File: config.mk
export PLATFORM = sky130hd
export DESIGN_NAME = imm_encoder
export DESIGN_NICKNAME = d
export VERILOG_FILES = /design/src/rtl/imm_encoder.sv
export SDC_FILE = /design/constraint.sdc
export NUM_CORES = 1
export LEC_CHECK = 0
export BUFFER_PORTS_ARGS = -buffer_cell sky130_fd_sc_hd__buf_2
export CELL_PAD_IN_SITES_DETAIL_PLACEMENT = 1
export CELL_PAD_IN_SITES_GLOBAL_PLACEMENT = 1
export CORE_MARGIN = 2
export CORE_UTILIZATION = 29
export CTS_BUF_LIST = sky130_fd_sc_hd__clkbuf_4
export CTS_CLUSTER_SIZE = 12
export DETAILED_ROUTE_END_ITERATION = 12
export PLACE_DENSITY_LB_ADDON = 0.1
export SYNTH_ARGS = -nofsm -noshare
export SYNTH_HDL_FRONTEND = slang
export SYNTH_SLANG_ARGS = --single-unit
File: constraint.sdc
create_clock -name clk -period 2.7 [get_ports clk]
set_input_delay 0.135 -clock clk [delete_from_list [all_inputs] [get_ports clk]]
set_output_delay 0.135 -clock clk [all_outputs]
set_load 0.05 [all_outputs]
File: src/rtl/imm_encoder.sv
// imm_encoder: packs a signed immediate into the I/S/B/J fields of an RV32I template word,
// tags it with a sequential address and queues it (2 entries). Optional: IMM_ENC_ROUNDTRIP_CHECK_EN.
module imm_encoder #(
  parameter int                    ADDR_WIDTH   = 32,
  parameter logic [ADDR_WIDTH-1:0] BASE_ADDR    = '0,
  parameter int                    ERRCNT_WIDTH = 8
) (
  input  logic                    clk,
  input  logic                    rst,
  input  logic                    in_valid,
  output logic                    in_ready,
  input  logic [1:0]              in_immsrc,
  input  logic [31:0]             in_imm,
  input  logic [31:0]             in_base,
  output logic                    out_valid,
  input  logic                    out_ready,
  output logic [31:0]             out_instr,
  output logic [ADDR_WIDTH-1:0]   out_addr,
  output logic                    out_err,
  output logic [ERRCNT_WIDTH-1:0] err_count
`ifdef IMM_ENC_ROUNDTRIP_CHECK_EN
  ,
  output logic                    chk_fail
`endif
);

  localparam logic [1:0] IMM_I = 2'b00;
  localparam logic [1:0] IMM_S = 2'b01;
  localparam logic [1:0] IMM_B = 2'b10;

  typedef struct packed {
    logic [31:0]           instr;
    logic [ADDR_WIDTH-1:0] addr;
    logic                  err;
  } entry_t;

  // Encoder: template bits pass through, immediate fields overwritten.
  logic [31:0] enc_instr;
  logic        enc_err;

  always_comb begin
    enc_instr = in_base;
    enc_err   = 1'b0;
    case (in_immsrc)
      IMM_I: begin
        enc_instr[31:20] = in_imm[11:0];
        enc_err          = ~((&in_imm[31:11]) | ~(|in_imm[31:11]));
      end
      IMM_S: begin
        enc_instr[31:25] = in_imm[11:5];
        enc_instr[11:7]  = in_imm[4:0];
        enc_err          = ~((&in_imm[31:11]) | ~(|in_imm[31:11]));
      end
      IMM_B: begin
        enc_instr[31]    = in_imm[12];
        enc_instr[30:25] = in_imm[10:5];
        enc_instr[11:8]  = in_imm[4:1];
        enc_instr[7]     = in_imm[11];
        enc_err          = ~((&in_imm[31:12]) | ~(|in_imm[31:12])) | in_imm[0];
      end
      default: begin
        enc_instr[31]    = in_imm[20];
        enc_instr[30:21] = in_imm[10:1];
        enc_instr[20]    = in_imm[11];
        enc_instr[19:12] = in_imm[19:12];
        enc_err          = ~((&in_imm[31:20]) | ~(|in_imm[31:20])) | in_imm[0];
      end
    endcase
  end

  // Handshake: a transfer occurs on a rising clk edge where valid && ready (and rst is low);
  // valid is never conditioned on ready, and in_ready depends only on registered occupancy.
  entry_t                  slot_q [2];
  entry_t                  slot_d [2];
  logic                    rd_ptr_q, rd_ptr_d;
  logic                    wr_ptr_q, wr_ptr_d;
  logic [1:0]              count_q, count_d;
  logic [ADDR_WIDTH-1:0]   addr_q, addr_d;
  logic [ERRCNT_WIDTH-1:0] errcnt_q, errcnt_d;
  logic                    push, pop;
  entry_t                  head;

  assign in_ready  = (count_q != 2'd2);
  assign out_valid = (count_q != 2'd0);
  assign push      = in_valid && in_ready;
  assign pop       = out_valid && out_ready;

  assign head      = slot_q[rd_ptr_q];
  assign out_instr = head.instr;
  assign out_addr  = head.addr;
  assign out_err   = head.err;
  assign err_count = errcnt_q;

  always_comb begin
    slot_d[0] = slot_q[0];
    slot_d[1] = slot_q[1];
    rd_ptr_d  = rd_ptr_q;
    wr_ptr_d  = wr_ptr_q;
    count_d   = count_q;
    addr_d    = addr_q;
    errcnt_d  = errcnt_q;
    if (push) begin
      slot_d[wr_ptr_q] = '{instr: enc_instr, addr: addr_q, err: enc_err};
      wr_ptr_d         = ~wr_ptr_q;
      addr_d           = addr_q + ADDR_WIDTH'(4);
      if (enc_err && (errcnt_q != '1)) begin
        errcnt_d = errcnt_q + ERRCNT_WIDTH'(1);
      end
    end
    if (pop) begin
      rd_ptr_d = ~rd_ptr_q;
    end
    case ({push, pop})
      2'b10:   count_d = count_q + 2'd1;
      2'b01:   count_d = count_q - 2'd1;
      default: count_d = count_q;
    endcase
  end

  always_ff @(posedge clk) begin
    if (rst) begin
      slot_q[0] <= '0;
      slot_q[1] <= '0;
      rd_ptr_q  <= 1'b0;
      wr_ptr_q  <= 1'b0;
      count_q   <= 2'd0;
      addr_q    <= BASE_ADDR;
      errcnt_q  <= '0;
    end else begin
      slot_q[0] <= slot_d[0];
      slot_q[1] <= slot_d[1];
      rd_ptr_q  <= rd_ptr_d;
      wr_ptr_q  <= wr_ptr_d;
      count_q   <= count_d;
      addr_q    <= addr_d;
      errcnt_q  <= errcnt_d;
    end
  end

`ifdef IMM_ENC_ROUNDTRIP_CHECK_EN
  // Decode the freshly encoded word with the core's sign-extend rules.
  logic [31:0] dec_imm;
  logic        chk_fail_q, chk_fail_d;

  always_comb begin
    dec_imm = '0;
    case (in_immsrc)
      IMM_I:   dec_imm = {{20{enc_instr[31]}}, enc_instr[31:20]};
      IMM_S:   dec_imm = {{20{enc_instr[31]}}, enc_instr[31:25], enc_instr[11:7]};
      IMM_B:   dec_imm = {{19{enc_instr[31]}}, enc_instr[31], enc_instr[7],
                          enc_instr[30:25], enc_instr[11:8], 1'b0};
      default: dec_imm = {{11{enc_instr[31]}}, enc_instr[31], enc_instr[19:12],
                          enc_instr[20], enc_instr[30:21], 1'b0};
    endcase
    chk_fail_d = chk_fail_q | (push && !enc_err && (dec_imm != in_imm));
  end

  always_ff @(posedge clk) begin
    if (rst) begin
      chk_fail_q <= 1'b0;
    end else begin
      chk_fail_q <= chk_fail_d;
    end
  end

  assign chk_fail = chk_fail_q;
`endif

endmodule
Yosys cells after proc, flatten, opt, wreduce, memory -nomap -nowiden
Memory sizes are Yosys's and may differ from the RTL's. A register that Yosys moved wholly into a read port is not among the register bits.
Index checks and enable logic that the tools add are counted.
W data, S select, Z words.
{"block": "word_totals", "reg_bits": 44, "latch_bits": 0, "mem_bits_rw": 130, "rom_bits": 0, "inputBits": 70, "out_inout_bits": 75, "elab_cells": 68, "mem_count": 1}
{"block": "op_classes", "add_sub_neg": 4, "mul": 0, "div_mod_pow": 0, "order_cmp": 2, "eq_ne": 6, "shift": 0, "mux": 17, "bitwise": 16, "n_reduce_logical": 17}
{"name": "slot_q", "depth": 2, "word_bits": 65, "read_ports": 3, "rd_ports_with_merged_regs": 1, "wr": 2, "line_no": "73", "source": "entry_t slot_q [2];"}
{"op": "$mux W65", "n": 3}
{"op": "$bwmux W130", "n": 1}
{"op": "$mux W130", "n": 1}
{"op": "$demux W65 S1", "n": 1}
{"op": "$add A32 B3 Y32 const B", "n": 1}
{"op": "$reduce_and A21 Y1", "n": 1}
{"op": "$reduce_or A21 Y1", "n": 1}
{"op": "$pmux W5 S2", "n": 2}
{"op": "$reduce_and A20 Y1", "n": 1}
{"op": "$reduce_or A20 Y1", "n": 1}
{"op": "$pmux W7 S2", "n": 1}
{"op": "$reduce_and A12 Y1", "n": 1}
{"op": "$reduce_or A12 Y1", "n": 1}
{"op": "$add A8 B1 Y8 const B", "n": 1}
{"op": "$mux W8", "n": 1}
{"op": "$ne A8 B8 Y1 const B", "n": 1}
{"op": "$not A1 Y1", "n": 8}
{"op": "$or A1 B1 Y1", "n": 7}
{"op": "$mux W1", "n": 5}
{"op": "$eq A2 B1 Y1 const B", "n": 2}
{"op": "$eq A2 B2 Y1 const B", "n": 2}
{"op": "$logic_and A1 B1 Y1", "n": 4}
{"op": "$pmux W2 S2", "n": 1}
{"op": "$reduce_bool A2 Y1", "n": 2}
{"op": "other kinds (11)", "n": 12}

Longest topological paths before layout
{"block": "logic_depth", "depth_word": 9, "depth_mapped": 9, "depth_no_buf": 8}

Least setup slack after synthesis
No wires, ideal clock.
{"block": "synth_path", "kind": "flip-flop to flip-flop", "startpoint": "reg errcnt_q[2], in the netlist err_count[2]", "endpoint": "reg errcnt_q[7], in the netlist err_count[7]", "setup_time_ns": 0.121, "arrival_ns": 2.020, "t_required_ns": 2.579, "path_slack_ns": 0.559, "stages_incl_launch_ff": 6, "n_path_buf": 0, "synth_period_minus_slack_ns": 2.141, "cell_sequence": "dfxtp_1 and4_1 nand4_1 or3b_2 o32ai_1 mux2_2"}
{"block": "synth_between", "elab_chain_len": 3, "elab_cells_between_ends": 4, "classes_between": "add/sub: 1; eq/ne: 1; reduce/logical: 2"}
{"item": "from (decl)", "line_no": "79", "source": "logic [ERRCNT_WIDTH-1:0] errcnt_q, errcnt_d;"}
{"item": "from (signal assigned)", "line_no": "136", "source": "errcnt_q <= errcnt_d;"}
{"item": "branches (longest 3 deep; another with $add A8 B1 Y8)"}
Parallel ways; which one is timed is not known.
A chain may end at the register's enable or synchronous reset.

==> insert_results.sql <==
INSERT INTO impl_metrics (metric_group, metric, value, unit) VALUES
('yosys', 'synth_largest_area_cell', 'sky130_fd_sc_hd__dfxtp_1', ''),
('yosys', 'synth_area', '7246', 'um^2'),
('timing', 'final-hold-violation-count', '0', ''),
('yosys', 'synth_cells', '799', ''),
('drt', 'count_of_antenna_violating_nets_left_after_detailed_routing', '0', ''),
('timing', 'setup_viol_count_final', '0', ''),
('setup_path', 'cp_slowest_stage_delay', '0.81', 'ns'),
('yosys', 'yosys.cell_count.top_type', 'sky130_fd_sc_hd__dfxtp_1', ''),
('setup_path', 'worst_r2r_endpoint', 'slot_q[1][10]', ''),
('drt', 'detail_route.first_pass.iterations', '4', ''),
('yosys', 'share_of_the_synthesized_area_in_the_top_cell_type', '46.69', '%'),
('timing', 'grt_setup_unrepaired', 'false', ''),
('timing', 'worst_slew_margin_rel', '30.41', '%'),
('setup_path', 'path_cells', 'or2b_2 > and2_1 > nand2_1 > nor2_4 > a22o_1', ''),
('timing', 'worst_pin_slew', '1.041', 'ns'),
('grt', 'grt_start_max_net_pins', '79', ''),
('clock_network', 'cts_inserted_buffers', '17', ''),
('setup_path', 'r2r.worst_path.cells', '5', ''),
('setup_path', 'worst-endpoint-required', '3.19', 'ns'),
('min_path', 'hold_path.class', 'primary input to flop', ''),
('clock_network', 'clock-root-buffer', 'sky130_fd_sc_hd__clkbuf_4', ''),
('place', 'port-buffer-count', '135', ''),
('yosys', 'ff_latch_count_synth', '169', ''),
('timing', 'final_period_minus_worst_setup_slack', '2.345', 'ns'),
('setup_path', 'setup.worst_path.end_class', 'flop', ''),
('clock_network', 'clkTransAtPathRegs', '0.14', 'ns'),
('power_and_ir_drop', 'leakagePower', '0.003589', 'uW'),
('grt', 'wire_length_of_the_first_global_routing_pass', '34.41', 'mm'),
('run_status', 'status', 'complete, no violations', ''),
('setup_path', 'cp_max_fo', '37', ''),
('place', 'gpl.final_weighted_congestion', '0.7309', ''),
('yosys', 'yosys_most_used_dff', 'sky130_fd_sc_hd__dfxtp_1', ''),
('timing', 'clock.fmax', '426.4', 'MHz'),
('place', 'placed_instances', '1217', ''),
('drt', 'detailedRoute.firstIterationViolations', '194', ''),
('min_path', 'min-delay-start', 'in_imm[14]', ''),
('drt', 'vias', '6188', ''),
('yosys', 'ys_top_cells_by_area', 'sky130_fd_sc_hd__dfxtp_1 (47%), sky130_fd_sc_hd__mux2_2 (10%), sky130_fd_sc_hd__nand2_1 (6.8%)', ''),
('power_and_ir_drop', 'max-vdd-ir-drop', '0.5277', 'mV'),
('setup_path', 'cp.arrival', '2.84', 'ns'),
('floorplanning', 'die_width', '162.1', 'um'),
('yosys', 'postSynth.asyncResetShare', '0', '%'),
('drt', 'met2_length', '9.615', 'mm'),
('drt', 'viasPerCell', '4.756', ''),
('setup_path', 'worst-r2r-setup-slack', '0.35', 'ns'),
('grt', 'grt_antenna_before_repair', '1', ''),
('clock_network', 'numClockSinks', '169', ''),
('yosys', 'postSynthAreaPerCell', '9.068', 'um^2'),
('timing', 'setup_tns', '0', 'ns'),
('setup_path', 'setup.worst_path.start_class', 'flop', ''),
('yosys', 'synth.top_cells.by_count', 'sky130_fd_sc_hd__dfxtp_1 (169), sky130_fd_sc_hd__nand2_1 (131), sky130_fd_sc_hd__mux2_2 (65), sky130_fd_sc_hd__a21oi_1 (60), sky130_fd_sc_hd__nor2_1 (60)', ''),
('finish', 'postLayoutCoreUtil', '37.27', '%'),
('timing', 'timing.hold.ws', '0.05527', 'ns'),
('run', 'maxCapViolations', '0', ''),
('finish', 'final-instance-count-excl-fill', '1301', ''),
('finish', 'num-nets-final', '1039', ''),
('finish', 'layout-drive-gt1-share', '26.97', '%'),
('floorplanning', 'start_util', '29.71', '%'),
('drt', 'm1WireLength', '10.13', 'mm'),
('yosys', 'synthesis.yosys.warnings', '0', ''),
('setup_path', 'r2r-start', 'count_q[0]', ''),
('min_path', 'worstHoldEndpoint', 'slot_q[0][47]', ''),
('drt', 'dr_wl_met3', '632', 'um'),
('place', 'final_hpwl_from_detailed_placement', '13.43', 'mm'),
('timing', 'timing.final.crit_share', '86.86', '%'),
('floorplanning', 'die_h', '162.1', 'um'),
('yosys', 'register_area_share_after_synthesis', '46.69', '%'),
('clock_network', 'tritoncts', 'built', ''),
('floorplanning', 'io_pins', '145', ''),
('clock_network', 'clk_path_buf_depth', '2', ''),
('grt', 'via_count_of_the_first_global_routing_pass', '6646', '');
## flip-flops by register name, indices dropped and copies added, names as in the netlist, named ones only
signal	count
rd_ptr_q	1
count_q	2
addr_q	30
slot_q	126
wr_ptr_q	1
err_count	8
## cell type report
| cell class | count | area, um^2 |
|---|---|---|
| Tap cell | 324 | 405.4 |
| Sequential cell | 169 | 3385 |
| Clock inverter | 14 | 195.2 |
| Timing Repair Buffer | 196 | 1299 |
| Antenna cell | 2 | 5.005 |
| Multi-Input combinational cell | 566 | 3621 |
| Inverter | 12 | 45.04 |
| Fill cell | 2889 | 15300 |
| Clock buffer | 18 | 135.1 |
## worst max-delay path: cells and delay by family, from the launching register on
kind | cells | cell delay (ns)
AOI/OAI and AO/OA | 1 | 0.26
and+or+nand+nor | 4 | 1.60
DFF | 1 | 0.41
## cell usage in the layout, fill, tap and decap left out, types with 6 or more instances in the layout
master / count
sky130_fd_sc_hd__a211oi_1: 20
sky130_fd_sc_hd__a21oi_1: 60
sky130_fd_sc_hd__a22o_1: 37
sky130_fd_sc_hd__a22oi_1: 6
sky130_fd_sc_hd__buf_2: 134
sky130_fd_sc_hd__buf_4: 9
sky130_fd_sc_hd__clkbuf_4: 18
sky130_fd_sc_hd__dfxtp_1: 168
sky130_fd_sc_hd__dlygate4sd3_1: 50
sky130_fd_sc_hd__ha_1: 7
sky130_fd_sc_hd__inv_1: 12
sky130_fd_sc_hd__mux2_2: 65
sky130_fd_sc_hd__mux2i_1: 9
sky130_fd_sc_hd__nand2_1: 131
sky130_fd_sc_hd__nand3_1: 8
sky130_fd_sc_hd__nand4_1: 12
sky130_fd_sc_hd__nor2_1: 58
sky130_fd_sc_hd__nor2b_1: 14
sky130_fd_sc_hd__nor3_1: 11
sky130_fd_sc_hd__nor4_1: 10
sky130_fd_sc_hd__o21ai_0: 36
sky130_fd_sc_hd__or2_2: 6
sky130_fd_sc_hd__or3_1: 10
sky130_fd_sc_hd__xnor2_1: 20
## power breakdown
part / internal (uW) / total [uW] / switching, uW
Combinational: 651 / 1910 / 1260
Clock: 752 / 1700 / 945
Sequential: 2670 / 2820 / 158
## routing by layer
metal / GRT usage [%] / up-vias
met5: 0 / -
met4: 4.304 / 0
met3: 3.345 / 19
met2: 27.52 / 95
met1: 21.26 / 2957
li1: - / 3117
## cells by family after synthesis
group / share of synthesized area [%]
xor gates and xnor gates: 3.022
other: 0.05175
DFF: 46.69
AOI/OAI and AO/OA: 16.08
muxes: 12.17
and+or+nand+nor: 17.04
adders and majority gates: 1.209
buffers and inverters: 3.730
## per-stage QoR
stage                     worst slack (ns)  cell area, um^2  total power, uW
after floorplan                     0.5595             7249             4200
after global placement              0.3230             8254             4744
after detailed placement            0.3121             8254             4761
after CTS                           0.2913             9085             6566
after global routing                0.1006             9090             6804
final                               0.3547             9090             6436
## repair_timing
item / 4_1_cts / 5_1_grt
endpoints found under the hold margin: 65 / 0
gates resized for setup: 0 / 0
hold buffers: 50 / 0
## worst max-delay path by stage
stage               slack, ns          from  cells after the start            end
global placement         0.32  in_immsrc[0]                      9   err_count[0]
detailed placement       0.31  in_immsrc[1]                      9   err_count[0]
finish                   0.35    count_q[0]                      5  slot_q[1][10]
CTS                      0.29    count_q[0]                      5   slot_q[1][3]
floorplan                0.56  err_count[2]                      5   err_count[7]
global route             0.10    count_q[0]                      5  slot_q[1][10]
No activity file was read; power rests on OpenSTA's default activity.
